===== src/rtl/shift_seq_ctrl.sv =====
// shift_seq_ctrl: valid/ready command sequencer for a 4-bit universal
// shift register (hold/shr/shl/load on s1,s0, clocked on falling edge).
//
// Ports:
//   clk, rst            rising-edge clock, synchronous active-high reset
//   cmd_valid/ready     command handshake; ready only in IDLE
//   cmd_op/cnt/data/fill  opcode, step count, load value, serial fill
//   sr_s1/s0            register mode select
//   sr_datain           register parallel input (latched data)
//   sr_msbin/lsbin      register serial inputs (fill or rotate feedback)
//   sr_rst              register synchronous clear
//   sr_q                register parallel output
//   busy/done/err       in progress, completion pulse, illegal-op flag
//   result              register value captured at completion

module shift_seq_ctrl #(
  parameter int WIDTH = 4,
  parameter int CNT_W = 3
) (
  input  logic             clk,
  input  logic             rst,
  input  logic             cmd_valid,
  output logic             cmd_ready,
  input  logic [2:0]       cmd_op,
  input  logic [CNT_W-1:0] cmd_cnt,
  input  logic [WIDTH-1:0] cmd_data,
  input  logic             cmd_fill,
  output logic             sr_s1,
  output logic             sr_s0,
  output logic [WIDTH-1:0] sr_datain,
  output logic             sr_msbin,
  output logic             sr_lsbin,
  output logic             sr_rst,
  input  logic [WIDTH-1:0] sr_q,
  output logic             busy,
  output logic             done,
  output logic             err,
  output logic [WIDTH-1:0] result
);

  localparam logic [2:0] OP_NOP = 3'd0;
  localparam logic [2:0] OP_LD  = 3'd1;
  localparam logic [2:0] OP_SHR = 3'd2;
  localparam logic [2:0] OP_SHL = 3'd3;
  localparam logic [2:0] OP_ROR = 3'd4;
  localparam logic [2:0] OP_ROL = 3'd5;
  localparam logic [2:0] OP_CLR = 3'd6;
  localparam logic [2:0] OP_BAD = 3'd7;

  typedef enum logic [1:0] {
    IDLE,
    RUN,
    DONE
  } state_t;

  state_t state;
  state_t state_nx;

  logic [2:0]       op_q;
  logic [CNT_W-1:0] cnt_q;
  logic [WIDTH-1:0] data_q;
  logic             fill_q;
  logic [WIDTH-1:0] res_q;

  logic accept;
  logic one_shot;
  logic acc_run;

  assign accept = (state == IDLE) && cmd_valid;

  // LOAD and CLEAR take one RUN cycle; the counter is
  // preloaded with 1 for them so the exit test is shared.
  assign one_shot = (cmd_op == OP_LD) || (cmd_op == OP_CLR);

  always_comb begin
    acc_run = 1'b0;
    case (cmd_op)
      OP_LD, OP_CLR: acc_run = 1'b1;
      OP_SHR, OP_SHL,
      OP_ROR, OP_ROL: acc_run = (cmd_cnt != '0);
      default:        acc_run = 1'b0;
    endcase
  end

  always_ff @(posedge clk) begin
    if (rst) begin
      state  <= IDLE;
      op_q   <= OP_NOP;
      cnt_q  <= '0;
      data_q <= '0;
      fill_q <= 1'b0;
      res_q  <= '0;
    end else begin
      state <= state_nx;
      if (accept) begin
        op_q   <= cmd_op;
        data_q <= cmd_data;
        fill_q <= cmd_fill;
        cnt_q  <= one_shot ? CNT_W'(1) : cmd_cnt;
      end else if (state == RUN) begin
        cnt_q <= cnt_q - CNT_W'(1);
      end
      // sr_q already holds the last falling-edge result here
      if (state != DONE && state_nx == DONE) begin
        res_q <= sr_q;
      end
    end
  end

  always_comb begin
    state_nx = state;
    case (state)
      IDLE: begin
        if (cmd_valid) begin
          state_nx = acc_run ? RUN : DONE;
        end
      end
      RUN: begin
        if (cnt_q == CNT_W'(1)) begin
          state_nx = DONE;
        end
      end
      DONE:    state_nx = IDLE;
      default: state_nx = IDLE;
    endcase
  end

  // Reset overrides every control output so the register is
  // cleared and idle from the very cycle rst is seen.
  always_comb begin
    cmd_ready = 1'b0;
    sr_s1     = 1'b0;
    sr_s0     = 1'b0;
    sr_rst    = rst;
    busy      = 1'b0;
    done      = 1'b0;
    err       = 1'b0;
    if (!rst) begin
      case (state)
        IDLE: cmd_ready = 1'b1;
        RUN: begin
          busy = 1'b1;
          case (op_q)
            OP_LD: begin
              sr_s1 = 1'b1;
              sr_s0 = 1'b1;
            end
            OP_CLR:         sr_rst = 1'b1;
            OP_SHR, OP_ROR: sr_s0  = 1'b1;
            OP_SHL, OP_ROL: sr_s1  = 1'b1;
            default: ;
          endcase
        end
        DONE: begin
          busy = 1'b1;
          done = 1'b1;
          err  = (op_q == OP_BAD);
        end
        default: ;
      endcase
    end
  end

  assign sr_datain = (state != IDLE) ? data_q : '0;
  assign sr_msbin  = (op_q == OP_ROR) ? sr_q[0] : fill_q;
  assign sr_lsbin  = (op_q == OP_ROL) ? sr_q[WIDTH-1] : fill_q;
  assign result    = res_q;

endmodule


===== config.mk =====
export PLATFORM = sky130hd
export DESIGN_NAME = shift_seq_ctrl
export DESIGN_NICKNAME = d
export VERILOG_FILES = /design/src/rtl/shift_seq_ctrl.sv
export SDC_FILE = /design/constraint.sdc
export NUM_CORES = 1
export LEC_CHECK = 0
export CAP_MARGIN = 25
export CORE_MARGIN = 2
export CORE_UTILIZATION = 48
export CTS_CLUSTER_DIAMETER = 80
export DETAILED_ROUTE_END_ITERATION = 10
export MAX_ROUTING_LAYER = met4
export PLACE_DENSITY = 0.87
export SLEW_MARGIN = 20
export SYNTH_ARGS = -nofsm -noshare
export SYNTH_HDL_FRONTEND = slang
export SYNTH_SLANG_ARGS = --single-unit
export TNS_END_PERCENT = 1

===== constraint.sdc =====
create_clock -name clk -period 3.7 [get_ports clk]
set_input_delay 0.74 -clock clk [delete_from_list [all_inputs] [get_ports clk]]
set_output_delay 0.74 -clock clk [all_outputs]
set_load 0.02 [all_outputs]

# ---- After elaboration in Yosys (flattened, before gate mapping)
# Index checks and enable logic that the tools add are counted.
dict set report word_totals {
  register_bits 17
  in_bits 18
}
dict set report classes {
  add_sub_neg 1
  n_eq_ne 18
  muxes 28
  n_reduce_logical 12
}
# op n
set ops {}
lappend ops {{== test 3 bit (second input constant)} 7}
lappend ops {{two-way mux 1 bit} 19}
lappend ops {{== test 3 x 2 -> 1 bit (second input constant)} 4}
lappend ops {{== test 3 x 1 -> 1 bit (second input constant)} 3}
lappend ops {{two-way mux 3 bit} 3}
lappend ops {{two-way mux 2 bit} 3}
lappend ops {{OR reduction 3 bit} 2}
lappend ops {{== test 2 bit (second input constant)} 2}
lappend ops {{two-way mux 4 bit} 1}
lappend ops {{one-hot mux 2 bit (2 select lines)} 1}
lappend ops {{nonzero test 2 bit} 2}
lappend ops {{OR reduction 2 bit} 2}
lappend ops {{OR reduction 4 bit} 1}
lappend ops {{nonzero test 3 bit} 1}
lappend ops {{subtractor 3 x 1 -> 3 bit (second input constant)} 1}
lappend ops {{== test 2 x 1 -> 1 bit (second input constant)} 1}
lappend ops {{logical AND 1 bit} 2}
lappend ops {{logical NOT 2 bit} 1}
lappend ops {{inequality test 2 bit (second input constant)} 1}
lappend ops {{one-hot mux 1 bit (2 select lines)} 1}
lappend ops {{logical OR 1 bit} 1}

# ---- Logic depth before layout (Yosys ltp)
dict set report logic_depth {
  depth_word 8
  ltp_mapped 8
  ltp_nobuf 7
}

# ---- Worst setup path after synthesis
# Ideal clock, no wire load.
dict set report synth_path {
  kind {input to output}
  from {input port rst}
  to {output port err}
  arrival_time_ns 1.503
  t_required_ns 2.960
  setup_slack_ns 1.457
  stages 3
  path_cell_list {nor2b_1 > nand3_1 > nor2_1}
}
dict set report synth_between {
  elab_chain_len 1
}
# element line_no
set synth_rtl {}
lappend synth_rtl {{from (decl)} 21} ;# input logic rst,
lappend synth_rtl {{two-way mux 1 bit} 138} ;# if (!rst) begin
lappend synth_rtl {{to (decl)} 37} ;# output logic err,
# No other way between the ends.

# ---- Worst setup path after layout
dict set report layout_path {
  from {input port rst}
  to {output port busy}
}
dict set report layout_between {
  elab_chain_len 1
}
# element line_no
set layout_rtl {}
lappend layout_rtl {{two-way mux 1 bit} 138}
lappend layout_rtl {{to (decl)} 35} ;# output logic busy,
# No other way between the ends.

==> results.yml <==
yosys:
  synth_seq_cells: 17
  ys_types: 36
  ys.flop_type: "dfxtp_1"
  yosysWarningCount: 0
  syn_avg_cell_area_um2: 8.14
  synthCells: 128
  synth_edf_count: 0
  ys_seq_area_share_pct: 32.7
  syn-num-nets: 151
  synthArstFlopShare_pct: 0
  synth_area_um2: 1040
die:
  io_pins: 35
  start_util_pct: 52.1
  dieArea_um2: 2560
  num_rows: 16
  fp.dieH_um: 50.6
  die_w_um: 50.6
  coreArea_um2: 2000
timing:
  worst_pin_slew_ps: 453
  hold_viol_final: 0
  slew_headroom_pct: 69.7
  finClkSkew_ps: 3.23
  final.period_utilization_pct: 79.3
  fmax_ghz: 0.341
  setup_tns_ps: 0
  drv_slew: 0
  rsz0062_at_grt: "no"
  setup_viol: 0
  final.min_clock_period_ps: 2930
critical_path:
  timing.rr.end: "result[0]"
  r2r-start: "state[1]"
  cp_max_fo: 19
  arrival_ps: 2190
  start_kind: "input pin"
  r2r_setup_slack_ps: 1600
  r2r_cells: 7
  worstSetupPathType: "input pin to primary output"
  critPathCaptureType: "primary output"
  required_ps: 2960
final_layout:
  n_antenna_cell: 0
  layout-drive-gt1-share_pct: 10.0
  nets: 184
  layout_commonest_cell: "clkdlybuf4s50_1"
  fin_util_pct: 70.7
  layout_common_cells: "34 x clkdlybuf4s50_1, 17 x dfxtp_1, 16 x nand2_1"
  synthToLayoutAreaGrowth_pct: 35.8
routing:
  wirelength_um: 2490
  postRouteAntennaNets: 0
  wire_per_inst_um: 13.3
  first_iter_violations: 7
  first_pass_iters: 4
  route.detailed.drc: 0
  vias_per_cell: 5.35
  vias: 1000
cts:
  cts_resized: 0
  cts_hold_buf: 0
  cts_htree_levels: 1
  clkTransAtPathRegs_ps: 100
  postCtsSetupBuffers: 0
  cts_sinks: 17
  clk_latency_ps: 300
  cts_root_buffer: "clkbuf_4"
  numCtsBuffers: 3
  cts_max_path_buffers: 2
  cts_tree: "built"
worst_hold_path:
  min_from: "data_q[0]"
  hp-class: "register to register"
  hold_depth: 2
  min_to: "data_q[0]"
pwr:
  p_sw_share_pct: 33.3
  power_frac_comb_pct: 34.9
  power.share.clock_pct: 21.1
  p_int_mw: 0.322
  cellPowerDensity_nw_per_um2: 341
  p_switching_mw: 0.161
  power.leakage_nw: 0.528
  p_seq_share_pct: 44.0
  total_power_mw: 0.483
  ir_drop_uv: 269
global_route:
  grt_pass1_vias: 984
  grt_pass1_wl_um: 4370
  grt_usage_pct: 23.2
  grt_overflow: 0
  grt_max_degree: 20
  antenna_found_initial: 0
job:
  cap_violations: 0
place:
  dpl.hpwl_um: 1910
  gp_congestion: 0.749
  port_buffers: 34
run_status:
  status: "finished clean"
cells by family (layout without fill, tap and decap cells):
logic type                 after synthesis  after routing  share of synthesized area [%]
AOI/OAI and AO/OA                       34             34                           23.2
xor gates and xnor gates                 3              3                           2.52
adders and majority gates                7              7                           8.16
buffers and inverters                   15             47                           6.24
DFF                                     17             17                           32.7
muxes                                    3              3                           3.12
and+or+nand+nor                         49             49                           24.1
layer usage:
| layer | routed length [um] | up-vias | global-route usage [%] |
|---|---|---|---|
| met5 | 0 | - | - |
| met4 | 65 | 0 | 9.91 |
| met3 | 134 | 7 | 4.46 |
| met2 | 1200 | 37 | 37.9 |
| met1 | 1090 | 449 | 27.9 |
| li1 | - | 507 | - |
per-stage QoR:
stage	area [um^2]	setup WS, ps	cells	hold WS [ps]
after floorplan	1040	1460	128	432
after detailed placement	1390	763	183	448
after global routing	1420	661	187	499
final	1420	767	187	459
after global placement	1390	800	183	439
after CTS	1420	755	187	464
cell usage after synthesis, types with 2 or more instances:
library cell  instances  area (um^2)
inv_2                 2         7.51
nand3b_1              4         30.0
nor2_1               10         37.5
clkbuf_1              5         18.8
and2b_1               2         15.0
ha_1                  5         62.6
o21ai_1               4         20.0
xnor2_1               3         26.3
a22oi_1               2         15.0
nand2_1              16         60.1
nand3_1               5         25.0
a221oi_1              2         17.5
maj3_2                2         22.5
o21ai_0               2         10.0
dfxtp_1              17          340
a21o_1                2         15.0
inv_1                 6         22.5
mux2_2                2         22.5
nor2b_1               6         37.5
a21oi_1              15         75.1
worst max path at each step:
stage,start,endpoint,slack [ps]
final,rst,busy,770
after global routing,state[1],sr_s1,660
after CTS,rst,busy,760
after detailed placement,rst,busy,760
after global placement,rst,busy,800
after floorplan,rst,err,1460
registers in the layout, summed over array words and instances (netlist names):
signal  flops
cnt_q       3
data_q      4
result      4
op_q        3
state       2
fill_q      1
layout make-up:
| cell class | instances | area [um^2] |
|---|---|---|
| multi-input combinational | 96 | 637 |
| fill | 161 | 587 |
| timing repair buffer | 35 | 348 |
| sequential | 17 | 340 |
| tap | 27 | 33.8 |
| inverter | 8 | 30.0 |
| clock buffer | 4 | 26.3 |
power by group through the flow:
| stage | sequential [mW] | combinational [mW] | clock, mW |
|---|---|---|---|
| after floorplan | 0.216 | 0.108 | 0 |
| after global placement | 0.215 | 0.162 | 0 |
| after detailed placement | 0.217 | 0.169 | 0 |
| after CTS | 0.213 | 0.169 | 0.103 |
| after global routing | 0.216 | 0.186 | 0.111 |
| final | 0.213 | 0.169 | 0.102 |
worst max-delay path: stages:
cell and delay (ps):
clkdlybuf4s50_1 470, buf_4 230, nor2b_1 130, clkdlybuf4s50_1 610
Power figures use the tool's default switching activity.
